`config.mk`:
```
export PLATFORM = sky130hd
export DESIGN_NAME = key_event_decoder
export DESIGN_NICKNAME = d
export VERILOG_FILES = /design/src/rtl/key_event_decoder.sv
export SDC_FILE = /design/constraint.sdc
export NUM_CORES = 1
export LEC_CHECK = 0
export CAP_MARGIN = 5
export CORE_MARGIN = 4
export CORE_UTILIZATION = 59
export DETAILED_ROUTE_END_ITERATION = 6
export DONT_BUFFER_PORTS = 1
export PLACE_DENSITY_LB_ADDON = 0.2
export RECOVER_POWER = 100
export SETUP_SLACK_MARGIN = 0.05
export SLEW_MARGIN = 40
export SYNTH_ARGS = -nofsm -noshare
export SYNTH_HDL_FRONTEND = slang
export SYNTH_SLANG_ARGS = --single-unit
```
`constraint.sdc`:
```
create_clock -name clk -period 4.2 [get_ports clk]
set_input_delay 1.05 -clock clk [delete_from_list [all_inputs] [get_ports clk]]
set_output_delay 1.05 -clock clk [all_outputs]
set_load 0.02 [all_outputs]
```
`src/rtl/key_event_decoder.sv`:
```
// rtl/key_event_decoder.sv - three-channel key press classifier: short, long and double-click pulses
module key_event_decoder #(
  parameter int LONG_CYC = 50_000_000,
  parameter int DBL_CYC  = 15_000_000,
  parameter int CNT_W    = 26
) (
  input  logic       clk,
  input  logic       rst_n,
  input  logic [2:0] key_n,
  output logic [2:0] short_pulse,
  output logic [2:0] long_pulse,
  output logic [2:0] dbl_pulse
);

  typedef enum logic [2:0] {IDLE, PRESS1, WAIT2, PRESS2, HELD} state_t;

  localparam logic [CNT_W-1:0] LONG_LAST = CNT_W'(LONG_CYC - 1);
  localparam logic [CNT_W-1:0] DBL_LAST  = CNT_W'(DBL_CYC - 1);

  genvar i;
  generate
    for (i = 0; i < 3; i++) begin : g_ch
      state_t           state, state_nx;
      logic [CNT_W-1:0] cnt, cnt_nx;
      logic             s;
      logic             sp, lp, dp;
      logic             sp_nx, lp_nx, dp_nx;
      logic             press, rel;

      // s resets to 0 so a key held through reset never counts as a fresh press
      assign press = s & ~key_n[i];
      assign rel   = key_n[i];

      assign short_pulse[i] = sp;
      assign long_pulse[i]  = lp;
      assign dbl_pulse[i]   = dp;

      always_ff @(posedge clk or negedge rst_n) begin
        if (!rst_n) begin
          s     <= 1'b0;
          state <= IDLE;
          cnt   <= '0;
          sp    <= 1'b0;
          lp    <= 1'b0;
          dp    <= 1'b0;
        end else begin
          s     <= key_n[i];
          state <= state_nx;
          cnt   <= cnt_nx;
          sp    <= sp_nx;
          lp    <= lp_nx;
          dp    <= dp_nx;
        end
      end

      always_comb begin
        state_nx = state;
        cnt_nx   = cnt;
        sp_nx    = 1'b0;
        lp_nx    = 1'b0;
        dp_nx    = 1'b0;
        case (state)
          IDLE: begin
            if (press) begin
              state_nx = PRESS1;
              cnt_nx   = '0;
            end
          end
          PRESS1: begin
            if (rel) begin
              state_nx = WAIT2;
              cnt_nx   = '0;
            end else if (cnt == LONG_LAST) begin
              state_nx = HELD;
              cnt_nx   = '0;
              lp_nx    = 1'b1;
            end else begin
              cnt_nx = cnt + 1'b1;
            end
          end
          WAIT2: begin
            // a second press on the timeout edge still wins
            if (!key_n[i]) begin
              state_nx = PRESS2;
              cnt_nx   = '0;
            end else if (cnt == DBL_LAST) begin
              state_nx = IDLE;
              cnt_nx   = '0;
              sp_nx    = 1'b1;
            end else begin
              cnt_nx = cnt + 1'b1;
            end
          end
          PRESS2: begin
            if (rel) begin
              state_nx = IDLE;
              cnt_nx   = '0;
              dp_nx    = 1'b1;
            end else if (cnt == LONG_LAST) begin
              state_nx = HELD;
              cnt_nx   = '0;
              dp_nx    = 1'b1;
            end else begin
              cnt_nx = cnt + 1'b1;
            end
          end
          HELD: begin
            if (rel) begin
              state_nx = IDLE;
              cnt_nx   = '0;
            end
          end
          default: begin
            state_nx = IDLE;
            cnt_nx   = '0;
          end
        endcase
      end
    end
  endgenerate

endmodule

```
---- Word level (Yosys, flattened, before mapping) ----
Index checks and enable logic that the tools add are counted.
word-level totals
  flip-flop bits (word level) ............. 99
  bits of input ports ..................... 5
  output and inout port bits .............. 9
  word-level logic and storage cells ...... 135
cells by class
  add/subtract/negate cells ............... 3
  equal/unequal tests ..................... 27
  muxes and demuxes ....................... 69
  bitwise operators ....................... 6
  reduce and logical (&&, ||, !) cells .... 12
operators with widths
  operator                 number
  $mux W26                 18
  $pmux W26 S4             3
  $add A26 B1 Y26 const B  3
  $eq A26 B24 Y1 const B   3
  $eq A26 B26 Y1 const B   3
  $mux W3                  21
  $pmux W3 S5              3
  $mux W1                  24
  $eq A3 B2 Y1 const B     6
  $ne A2 B2 Y1 const B     6
  $eq A3 B1 Y1 const B     3
  $eq A3 B3 Y1 const B     3
  $logic_not A3 Y1         3
  $ne A3 B3 Y1 const B     3
  $reduce_and A3 Y1        3
  $reduce_and A2 Y1        3
  $reduce_or A2 Y1         3
  $and A1 B1 Y1            3
  $not A1 Y1               3

---- Longest topological paths before layout ----
  depth in word-level cells ............... 4
  depth in mapped cells ................... 7

---- Worst setup path before layout ----
No wires, ideal clock.
  path type ............................... input port to flip-flop
  from .................................... input key_n[0]
  to ...................................... register g_ch[0].cnt[24]
  arrival time ............................ 2.510 ns
  required time ........................... 4.122 ns
  path slack .............................. 1.612 ns
  stages on the path ...................... 6
  buffers on the path ..................... 1
  cell sequence ........................... clkbuf_1 or3b_2 a211oi_2 nand4_1 xor2_1 a21oi_1
on the way
  longest elaborated chain between the ends .. 4
RTL lines
  item                         RTL line  text
  start: declaration           9         input logic [2:0] key_n,
  $not A1 Y1                   31        assign press = s & ~key_n[i];
  $and A1 B1 Y1                31
  $ne A2 B2 Y1 (no line)       n/a
  $reduce_and A2 Y1 (no line)  n/a
  end signal: assignment       49        cnt <= cnt_nx;
  end: declaration             24        logic [CNT_W-1:0] cnt, cnt_nx;
Several ways; a longest one is shown, not always the timed one.
A chain may end at the register's enable or synchronous reset.

---- Worst setup path after layout ----
  from .................................... register g_ch[1].cnt[9]
  to ...................................... register g_ch[1].cnt[15]
on the way
  longest elaborated chain between the ends .. 4
RTL lines
  item                                           RTL line     text
  start: declaration                             24
  start signal: assignment                       49
  $add A26 B1 Y26, or another cell as far along  78, 91, 104
  $mux W26 (on tied branches)                    73, 99, 86
  $mux W26 (on tied branches)                    95, 83
  $pmux W26 S4 (*)                               62           case (state)
Mark *: on every way between the ends. The rest lies on a longest branch, timed or not.

==> out/metrics.cfg <==
[run_status]
status = complete, no violations

[clock_tree]
cts_buffers = 9
cts_tree = yes
clk-insertion-delay-late_ns = 0.38
cts_buffer_depth = 2
cts.sinks = 99
cts_setup_buffers = 0
cts_max_level = 3
cts_root_buf = clkbuf_8
clkSlewWorstSetupHoldPaths_ns = 0.09
cts_resized = 0
ctsHoldBuffers = 0

[drt]
ant_nets = 0
dr.pass1.iters = 5
routed_wl_um = 12700
viasPerCell = 6.389
drtIter0Drc = 261
drcViolationCount = 0
wl_per_cell_um = 16.96
vias = 4785

[critical_path]
critical_path.startpoint_type = flop
path_class = reg -> reg
path_max_fanout = 20
arrival_ns = 3.43
endpoint_kind = flop
crit_required_ns = 4.43

[yosys]
synth_edf_count = 0
ys_warn_count = 0
async_flop_share = 1.000
synth_ff_type = dfrtp_1
synth.avg_cell_area_sq_um = 9.279
syn_nets = 638
synthesis.area_sq_um = 5846
yosys.cell_types.count = 79
ys_seq_elements = 99
synth_cells = 630
yosysSeqAreaShare = 0.4238

[timing]
setup_viol = 0
fin_ws_ns = 0.9978
slew_headroom = 0.2623
max_freq_ghz = 0.3123
period_share = 0.7624
hold_viol_final = 0
maxSlewViolCount = 0
finalSetupTns_ns = 0
rsz0062_at_grt = no
finalClockSkew_ns = 0.01045
worst_pin_slew_ns = 1.106
period_needed_ns = 3.202

[floorplanning]
fp.dieH_um = 107.5
core_area_sq_um = 9729
io_pins = 14
die_x_um = 107.5
design.die.area_sq_um = 11560
start_util = 0.6008
placementRows = 36

[power_and_ir_drop]
peakVddDrop_mv = 0.3469
power_density_nw_per_um2 = 399.6
power.total_mw = 2.397
leakagePower_nw = 2.319

[finish]
drive_gt1_frac = 0.06818
final_cells = 749
nFillCells = 853
area_delta_synth_final_pct = 2.633
num-nets-final = 619
n_antenna_cell = 0

[placement]
place_ws_ns = 1.379
routabilityCongestion = 0.8756
portBuffers = 0
dpl.cell_count = 733
dp_hpwl_um = 8551

[grt]
grt_pass1_wl_um = 21660
track_usage = 0.2311
antenna_found_initial = 0
grt_max_degree = 100
grt_overflow = 0
grt_pass1_vias = 4592

[job]
maxCapViolCount = 0

[min_path]
hold_class = in -> async

-- synth_stat cells (all sizes together), types with 7 or more instances --
master	n	area [sq um]
o21ai	21	108.9
nand2	65	244.0
a21oi	40	207.7
and2	8	50.05
nand4	26	168.9
inv	14	52.55
clkbuf	11	41.29
or2	7	43.80
and3	9	56.30
nand3	26	130.1
buf	22	155.1
and4	15	133.9
a211oi	10	80.07
nor4	22	203.9
nor2	51	196.4
dfrtp	99	2477
nor3	24	136.4
nor2b	10	62.56
o211ai	12	90.09
xor2	12	105.1
xnor2	29	254.0
-- path summary, 6_finish.rpt --
path	start	end	slack, ns	cells past startpoint
min in group clk	g_ch[2].cnt[6]	g_ch[2].cnt[6]	0.54	1
worst min register to register	g_ch[2].cnt[6]	g_ch[2].cnt[6]	0.54	1
worst min-delay path	rst_n	g_ch[0].cnt[5]	0.35	0
worst max-delay path	g_ch[1].cnt[9]	g_ch[1].cnt[15]	1.0	6
worst max register to register	g_ch[1].cnt[9]	g_ch[1].cnt[15]	1.0	6
max in group asynchronous	rst_n	g_ch[1].state[2]	3.70	0
-- metal layers --
layer / GRT usage / up-vias / routed length, um
met3: 0.05879 / 16 / 664
met4: 0.06943 / 0 / 155
li1: - / 2311 / -
met2: 0.3783 / 130 / 6165
met5: 0 / - / 0
met1: 0.3025 / 2328 / 5716
-- power breakdown --
part / internal [mW] / leakage, nW / total [mW] / switching, mW
logic: 0.181 / 0.850 / 0.561 / 0.380
registers: 1.03 / 1.36 / 1.14 / 0.116
clock network: 0.367 / 0.113 / 0.693 / 0.326
total: 1.58 / 2.32 / 2.40 / 0.822
-- critical path, stage by stage, from the launching register on --
cell	delay, ns
dfrtp_1	0.47
or4_1	0.60
nor4_1	0.60
a21oi_1	0.30
nor3_2	0.24
clkbuf_1	0.71
nor2_1	0.13
-- through the flow --
stage | util | area, sq um | hold WS [ns]
finish | 0.6166 | 6000 | 0.3537
global route | 0.6166 | 6000 | 0.3212
CTS | 0.6235 | 6066 | 0.3409
detailed placement | 0.6001 | 5838 | 0.5139
global placement | 0.6001 | 5838 | 0.5061
floorplan | - | 5846 | 0.4656
-- cell type report --
type / instances / area, sq um / area share
repair buffers: 3 / 18.77 / 0.003128
multi-input cells: 484 / 3057 / 0.5095
clock inverters: 4 / 72.57 / 0.01210
clock buffers: 12 / 155.1 / 0.02586
inverters: 14 / 52.55 / 0.008759
well taps: 133 / 166.4 / 0.02774
flip-flops and latches: 99 / 2477 / 0.4129
-- sequential cells by signal, summed over array words and instances, names as in the netlist --
register / cells
g_ch.s: 3
g_ch.sp: 3
g_ch.cnt: 78
g_ch.dp: 3
g_ch.lp: 3
g_ch.state: 9
-- cell usage in the layout (no fill, tap or decap), types with 8 or more instances in the layout --
cell	count
o211ai_1	12
nor3_1	23
nand4_1	25
nand2_1	65
nor2_1	49
and2_1	8
and4_1	13
and3_1	9
nor2b_1	10
xor2_1	12
a21oi_1	40
inv_1	14
nor4_1	20
xnor2_1	29
dfrtp_1	99
clkbuf_8	11
o21ai_0	17
nand3_1	26
a211oi_1	9
-- cell families after synthesis --
family / count (synthesis) / synth area share
AO/OA/AOI/OAI: 133 / 0.1560
XOR/XNOR: 41 / 0.06143
flip-flops: 99 / 0.4238
buffers and inverters: 47 / 0.04259
adder cells (fa/ha/maj): 3 / 0.006422
multiplexers: 2 / 0.003639
AND/OR/NAND/NOR: 305 / 0.3061
Power figures use the tool's default switching activity.
